`config.mk`:
```
export PLATFORM = sky130hd
export DESIGN_NAME = alu_sequencer
export DESIGN_NICKNAME = d
export VERILOG_FILES = /design/src/rtl/alu_sequencer.sv
export SDC_FILE = /design/constraint.sdc
export NUM_CORES = 1
export LEC_CHECK = 0
export ABC_CLOCK_PERIOD_IN_PS = 3000
export BUFFER_PORTS_ARGS = -buffer_cell sky130_fd_sc_hd__buf_2
export CAP_MARGIN = 20
export CELL_PAD_IN_SITES_DETAIL_PLACEMENT = 0
export CELL_PAD_IN_SITES_GLOBAL_PLACEMENT = 2
export CORE_ASPECT_RATIO = 0.6
export CORE_MARGIN = 3
export CORE_UTILIZATION = 25
export CTS_CLUSTER_SIZE = 10
export DETAILED_ROUTE_END_ITERATION = 16
export GPL_TIMING_DRIVEN = 1
export PLACE_DENSITY = 0.79
export SYNTH_ARGS = -nofsm -noshare
export SYNTH_HDL_FRONTEND = slang
export SYNTH_SLANG_ARGS = --single-unit
export TNS_END_PERCENT = 50
```
`constraint.sdc`:
```
create_clock -name clk -period 3 [get_ports clk]
set_clock_uncertainty 0.15 [all_clocks]
set_input_delay 0 -clock clk [delete_from_list [all_inputs] [get_ports clk]]
set_output_delay 0 -clock clk [all_outputs]
set_load 0.01 [all_outputs]
```
`src/rtl/alu_sequencer.sv`:
```
// Single-issue controller in front of a 1-bit-shift 32-bit ALU.
// Iterates shifts, masks per-class flags and keeps the architectural {O,S,C,Z} register.
module alu_sequencer #(
  parameter int DATA_W  = 32,
  parameter int SHAMT_W = 5
) (
  input  logic               clk,
  input  logic               rst_n,
  input  logic               req_valid,
  output logic               req_ready,
  input  logic [4:0]         req_op,
  input  logic [DATA_W-1:0]  req_a,
  input  logic [DATA_W-1:0]  req_b,
  input  logic [SHAMT_W-1:0] req_shamt,
  input  logic               req_setf,
  output logic               rsp_valid,
  input  logic               rsp_ready,
  output logic [DATA_W-1:0]  rsp_result,
  output logic [3:0]         rsp_flags,
  output logic               rsp_err,
  output logic [3:0]         flags_o,
  output logic [4:0]         alu_op,
  output logic [DATA_W-1:0]  alu_a,
  output logic [DATA_W-1:0]  alu_b,
  input  logic [DATA_W-1:0]  alu_result,
  input  logic [3:0]         alu_flags
);

  typedef enum logic [1:0] {IDLE, EXEC, SHIFT, RESP} state_t;

  localparam logic [4:0] OP_ZERO  = 5'b10000;
  localparam logic [4:0] OP_PASSA = 5'b10101;
  localparam logic [4:0] OP_LSL   = 5'b01000;
  localparam logic [4:0] OP_LSR   = 5'b01001;

  state_t               state_reg;
  logic [4:0]           op_reg;
  logic                 setf_reg;
  logic                 err_reg;
  logic [SHAMT_W-1:0]   count_reg;

  function automatic logic is_shift(input logic [4:0] op);
    return (op == OP_LSL) || (op == OP_LSR);
  endfunction

  function automatic logic is_unsup(input logic [4:0] op);
    return (op == 5'b00010) || (op == 5'b00111) || (op == 5'b01010) ||
           (op == 5'b01011) || (op == 5'b01111);
  endfunction

  // Flags are {O,S,C,Z}: logic-class ops drop C and O, shifts drop O.
  function automatic logic [3:0] mask_flags(input logic [4:0] op, input logic [3:0] f);
    if (op[4] || op == 5'b01100 || op == 5'b01101 || op == 5'b01110)
      return {1'b0, f[2], 1'b0, f[0]};
    else if (is_shift(op))
      return {1'b0, f[2:0]};
    else
      return f;
  endfunction

  assign req_ready = (state_reg == IDLE);

  always_ff @(posedge clk or negedge rst_n) begin
    if (!rst_n) begin
      state_reg  <= IDLE;
      op_reg     <= 5'd0;
      setf_reg   <= 1'b0;
      err_reg    <= 1'b0;
      count_reg  <= '0;
      rsp_valid  <= 1'b0;
      rsp_result <= '0;
      rsp_flags  <= 4'd0;
      rsp_err    <= 1'b0;
      flags_o    <= 4'd0;
      alu_op     <= OP_ZERO;
      alu_a      <= '0;
      alu_b      <= '0;
    end else begin
      case (state_reg)
        IDLE: begin
          if (req_valid) begin
            op_reg   <= req_op;
            setf_reg <= req_setf;
            err_reg  <= is_unsup(req_op);
            // ALU drive is registered here so it is valid for the whole first busy cycle.
            if (is_shift(req_op) && req_shamt != '0) begin
              state_reg <= SHIFT;
              count_reg <= req_shamt;
              alu_op    <= req_op;
              alu_a     <= req_a;
              alu_b     <= req_b;
            end else begin
              state_reg <= EXEC;
              count_reg <= '0;
              if (is_unsup(req_op)) begin
                alu_op <= OP_ZERO;
                alu_a  <= '0;
                alu_b  <= '0;
              end else begin
                alu_op <= is_shift(req_op) ? OP_PASSA : req_op;
                alu_a  <= req_a;
                alu_b  <= req_b;
              end
            end
          end
        end

        EXEC: begin
          // Masking by the driven op makes a zero-count shift behave as passa.
          rsp_result <= err_reg ? '0 : alu_result;
          rsp_flags  <= err_reg ? 4'd0 : mask_flags(alu_op, alu_flags);
          rsp_err    <= err_reg;
          rsp_valid  <= 1'b1;
          if (setf_reg && !err_reg)
            flags_o <= mask_flags(alu_op, alu_flags);
          alu_op    <= OP_ZERO;
          alu_a     <= '0;
          alu_b     <= '0;
          state_reg <= RESP;
        end

        SHIFT: begin
          alu_a     <= alu_result;
          count_reg <= count_reg - SHAMT_W'(1);
          if (count_reg == SHAMT_W'(1)) begin
            rsp_result <= alu_result;
            rsp_flags  <= mask_flags(op_reg, alu_flags);
            rsp_err    <= 1'b0;
            rsp_valid  <= 1'b1;
            if (setf_reg)
              flags_o <= mask_flags(op_reg, alu_flags);
            alu_op    <= OP_ZERO;
            alu_a     <= '0;
            alu_b     <= '0;
            state_reg <= RESP;
          end
        end

        RESP: begin
          if (rsp_ready) begin
            rsp_valid <= 1'b0;
            state_reg <= IDLE;
          end
        end

        default: state_reg <= IDLE;
      endcase
    end
  end

endmodule

```
After elaboration in Yosys (flattened, before gate mapping)
Cells that the tools add are included. W data, S select, Z words.

Flip-flop bits (word level): 125. Input port bits: 115.

$add $sub $neg: 1. Eq/ne operators: 26. Muxes and demuxes: 43. Reduce and logical (&&, ||, !) cells: 30.

Operator list (count): $mux W32 (10); $pmux W32 S3 (2); $eq A5 B4 Y1 const B (15); $pmux W32 S2 (1); $mux W4 (9); $mux W5 (7); $pmux W4 S2 (2); $pmux W5 S3 (1); $logic_or A1 B1 Y1 (13); $ne A2 B2 Y1 const B (5); $pmux W5 S2 (1); $reduce_and A3 Y1 (3); $mux W2 (4); $pmux W2 S4 (1); $reduce_and A2 Y1 (4); $reduce_bool A3 Y1 (2); $eq A5 B1 Y1 const B (1); $eq A5 B2 Y1 const B (1); $eq A5 B3 Y1 const B (1); $reduce_bool A5 Y1 (1); $sub A5 B1 Y5 const B (1); $eq A2 B2 Y1 const B (2); $reduce_and A4 Y1 (1); $reduce_bool A2 Y1 (2); 7 further kinds (10).

Longest topological paths before layout
Depth after elaboration: 9. Mapped depth: 9.

Least setup slack after synthesis
Ideal clock, no wire load.

Path type: reg-to-reg. From: register state_reg[0]. To: register state_reg[1]. Setup time: 0.125 ns. Data arrival time: 1.826 ns. Setup slack: 0.899 ns. Cell stages (with the launch flop): 8. Buffers on the path: 1. Path through: dfrtp_1 inv_1 ha_1 inv_1 clkbuf_1 nor2_1 a211oi_1 mux2_2.

Longest elaborated chain between the ends: 3. Elaborated cells between the ends (all ways): 9. Classes of those cells: eq/ne: 6; mux: 1; reduce/logical: 2.

RTL lines: start, declared (RTL line 36) `state_t state_reg;`; start signal, assigned (RTL line 65) `state_reg <= IDLE;`; start signal, assigned (RTL line 87) `state_reg <= SHIFT;`; start signal, assigned (RTL line 93) `state_reg <= EXEC;`; $eq A2 B2 Y1 or $logic_not A2 Y1 (tied branches) (RTL line 79) `case (state_reg)`; $ne A2 B2 Y1 (no source line); $reduce_and A3 Y1 (no source line).

Several ways; a longest one is shown, not always the timed one. A chain may end at the register's enable or synchronous reset.

Final worst setup path
From: input port req_op[1]. To: register alu_op[4].

Longest elaborated chain between the ends: 9. Elaborated cells between the ends (all ways): 18. Classes of those cells: eq/ne: 7; mux: 5; reduce/logical: 6.

RTL lines: start, declared (RTL line 11) `input logic [4:0] req_op,`; $eq A5 B2 Y1 or $eq A5 B3 Y1 (tied branches) (RTL line 47) `return (op == 5'b00010) || (op == 5'b00111) || (op == 5'b01010) ||`; $logic_or A1 B1 Y1 (3 in a row) (RTL line 47); $logic_or A1 B1 Y1 (RTL line 48) `(op == 5'b01011) || (op == 5'b01111);`; $mux W5 (RTL line 95) `if (is_unsup(req_op)) begin`; $mux W5 (*) (RTL line 86) `if (is_shift(req_op) && req_shamt != '0) begin`; $mux W5 (*) (RTL line 81) `if (req_valid) begin`; $pmux W5 S3 (*) (RTL line 79); end signal, assigned (RTL line 89) `alu_op <= req_op;`; end signal, assigned (RTL line 100) `alu_op <= is_shift(req_op) ? OP_PASSA : req_op;`; end, declared (RTL line 22) `output logic [4:0] alu_op,`.

Mark *: on every way between the ends. The rest lies on a longest branch, timed or not. The select of a mux whose other input is x is not followed.

==> key figures <==
STA
  – Final hold violations: 0
  – Fin Setup TNS: 0 ns
  – Fmax: 372 MHz
  – Worst slew margin: 0.475
  – RSZ-0062 raised after global routing: false
  – Setup violations, final: 0
  – Final Critical Period: 2.69 ns
  – Worst hold slack: 0.0296 ns
  – Period utilisation layout: 0.895
  – Max-slew violation count: 0
  – Worst-margin pin slew: 0.785 ns

Synthesis
  – Synth Net Count: 634
  – Number of synthesized register bits: 125
  – Top cell type's share of synthesized area: 0.579
  – Syn Area/Cell: 10.5 sq um
  – Cell variety after synth: 42
  – Top cells by instance count after synthesis: dfrtp_1, nand2_1, o21ai_0
  – Count leader, synth: dfrtp_1
  – Post-synth top flop: dfrtp_1
  – Dominant cell type by area after synthesis: dfrtp_1
  – Sequential fraction of the synthesis area: 0.584
  – Top cells by area, synth: dfrtp_1, nand2_1, a22o_1
  – Yosys warns: 0
  – Cells after synthesis: 511
  – FFs w/ async S/R, synth: 1.00
  – Post-synthesis cell area: 5360 sq um
  – Number of flops mapped to enable cells by yosys: 0

Power and ir drop
  – Reg power frac: 0.318
  – Static leakage: 0.00426 uW
  – Power density cells: 1060 nW/um^2
  – Clock power share: 0.228
  – Share of power burned in combinational logic: 0.455
  – P_sw: 3760 uW
  – Cell Int Power: 5400 uW
  – Switching part of the total: 0.410
  – Worst VDD drop: 0.573 mV

Worst setup path
  – Crit start category: input port
  – Crit path DAT: 2.88 ns
  – Req. time, crit path: 3.19 ns
  – CP Max Fanout: 7
  – Critical path class: in2reg
  – Crit end category: flop

GRT
  – Gr usage total: 0.158
  – Antenna violations before repair: 0
  – Grt ovf: 0
  – Vias in the first global route: 5,350
  – First-pass GRT wire length: 29,400 um
  – Pin count of the biggest net entering global routing: 65

Layout
  – Fillers: 2,016
  – Final nets: 974
  – Layout cells sized above 1: 0.337
  – End-of-flow core utilization: 0.422
  – Register area: 3130 sq um
  – Area Growth Syn to Fin: 61.7%
  – Finished Cell Area: 8660 sq um
  – Largest registers: alu_a (32), alu_b (32), rsp_result (32)
  – Diodes inserted: 0
  – Multi-input logic area: 2080 sq um

Route
  – Post-Route WL: 18,400 um
  – First DRT Iteration DRCs: 264
  – Vias/cell: 4.52
  – WL/cell: 16.2 um
  – Vias: 5,139
  – DRT Pass-1 Iters: 4
  – Remaining DRCs: 0
  – Post-route ant nets: 0

Worst hold path
  – Worst Hold Class: in2reg

Clocking
  – CTS Buf Count: 17
  – Clock Tree Root: clkbuf_16
  – Htree depth: 4
  – Clk buf depth: 2
  – Clock Latency Late Sink: 0.42 ns
  – CTS hold repair buffers: 119
  – Postcts setup bufs: 0
  – CTS tree: done
  – Post_cts resized: 0
  – Clk slew on worst S/H paths: 0.06 ns
  – Sink Count: 125

Placed design
  – RD Place Congestion: 0.731
  – DPL Wire Length: 12,300 um
  – Post-DP Area: 6860 sq um
  – IO buf count: 226

Die
  – Initial Utilization: 0.261
  – Die ar.: 23,300 sq um
  – Core area: 20,500 sq um
  – Chip width: 195 um
  – Top-level I/O count: 227
  – Die Height: 119 um
  – Row Count: 40

Job
  – Max-cap violations: 0

Run status
  – Outcome: finished, final reports clean
==> power groups by stage <==
stage | clock network [uW] | logic, uW | registers (uW)
after floorplan | 0 | 2230 | 3170
after detailed placement | 0 | 4100 | 2910
final | 2080 | 4160 | 2910
after CTS | 2150 | 4230 | 2910
after global routing | 2240 | 4640 | 3010
after global placement | 0 | 4060 | 2920
==> cells in the final DEF (no fill, tap or decap), drive strengths merged, types with 3 or more instances in the layout <==
cell and n:
nor4b 3, clkbuf 17, inv 22, nand2b 3
mux2 9, o31ai 4, dlygate4sd3 118, nor2 40
o2111ai 3, dfrtp 124, o21ai 47, mux2i 3
nor3 3, buf 237, a22o 33, a22oi 32
a21oi 40, nor2b 4, a31oi 4, nand2 82
ha 8
==> final timing paths <==
kind	startpoint	endpoint	slack (ns)	cells after the start
worst max register to register	state_reg[0]	alu_op[3]	0.33	6
worst min-delay path	req_valid	count_reg[1]	0.03	5
max in group asynchronous	rst_n	rsp_result[17]	1.73	4
worst min register to register	rsp_result[2]	rsp_result[2]	0.32	2
min in group asynchronous	rst_n	alu_op[4]	0.55	3
worst max-delay path	req_op[1]	alu_op[4]	0.31	7
==> stage by stage <==
| step | power [uW] | instances | setup slack, ns |
|---|---|---|---|
| 2_1_floorplan | 5410 | 511 | 0.899 |
| 3_3_place_gp | 6980 | 986 | 0.542 |
| 3_5_place_dp | 7020 | 986 | 0.414 |
| 4_1_cts | 9280 | 1137 | 0.276 |
| 5_1_grt | 9880 | 1137 | 0.0923 |
| 6_report | 9150 | 1137 | 0.314 |
==> critical path: stages <==
cell and delay, ns:
dlygate4sd3_1 0.54, buf_2 0.18, nor4b_2 0.73, nor3b_1 0.63
nor2_1 0.07, dlygate4sd3_1 0.58, a21oi_1 0.15
==> per-layer routing <==
metal	up-vias	GRT usage	part of all wire
met5	-	0	0
met4	0	0.0445	0.0097
met1	2447	0.237	0.51
met3	12	0.0418	0.061
met2	181	0.223	0.42
li1	2499	-	-
==> kinds of logic (layout without fill, tap and decap cells) <==
| logic type | count (synthesis) | count (layout) | share of synthesized area |
|---|---|---|---|
| AO/OA/AOI/OAI | 174 | 174 | 0.214 |
| multiplexers | 12 | 12 | 0.0245 |
| flip-flops | 125 | 125 | 0.584 |
| AND/OR/NAND/NOR | 146 | 146 | 0.120 |
| buffers and inverters | 46 | 399 | 0.0383 |
| adder cells (fa/ha/maj) | 8 | 8 | 0.0187 |
==> area by class of cell <==
class | count | area share
sequential | 125 | 0.361
timing repair buffer | 355 | 0.285
multi-input combinational | 340 | 0.240
clock buffer | 17 | 0.0491
tap | 273 | 0.0394
clock inverter | 15 | 0.0196
inverter | 12 | 0.00520
No activity file was read; power rests on OpenSTA's default activity.
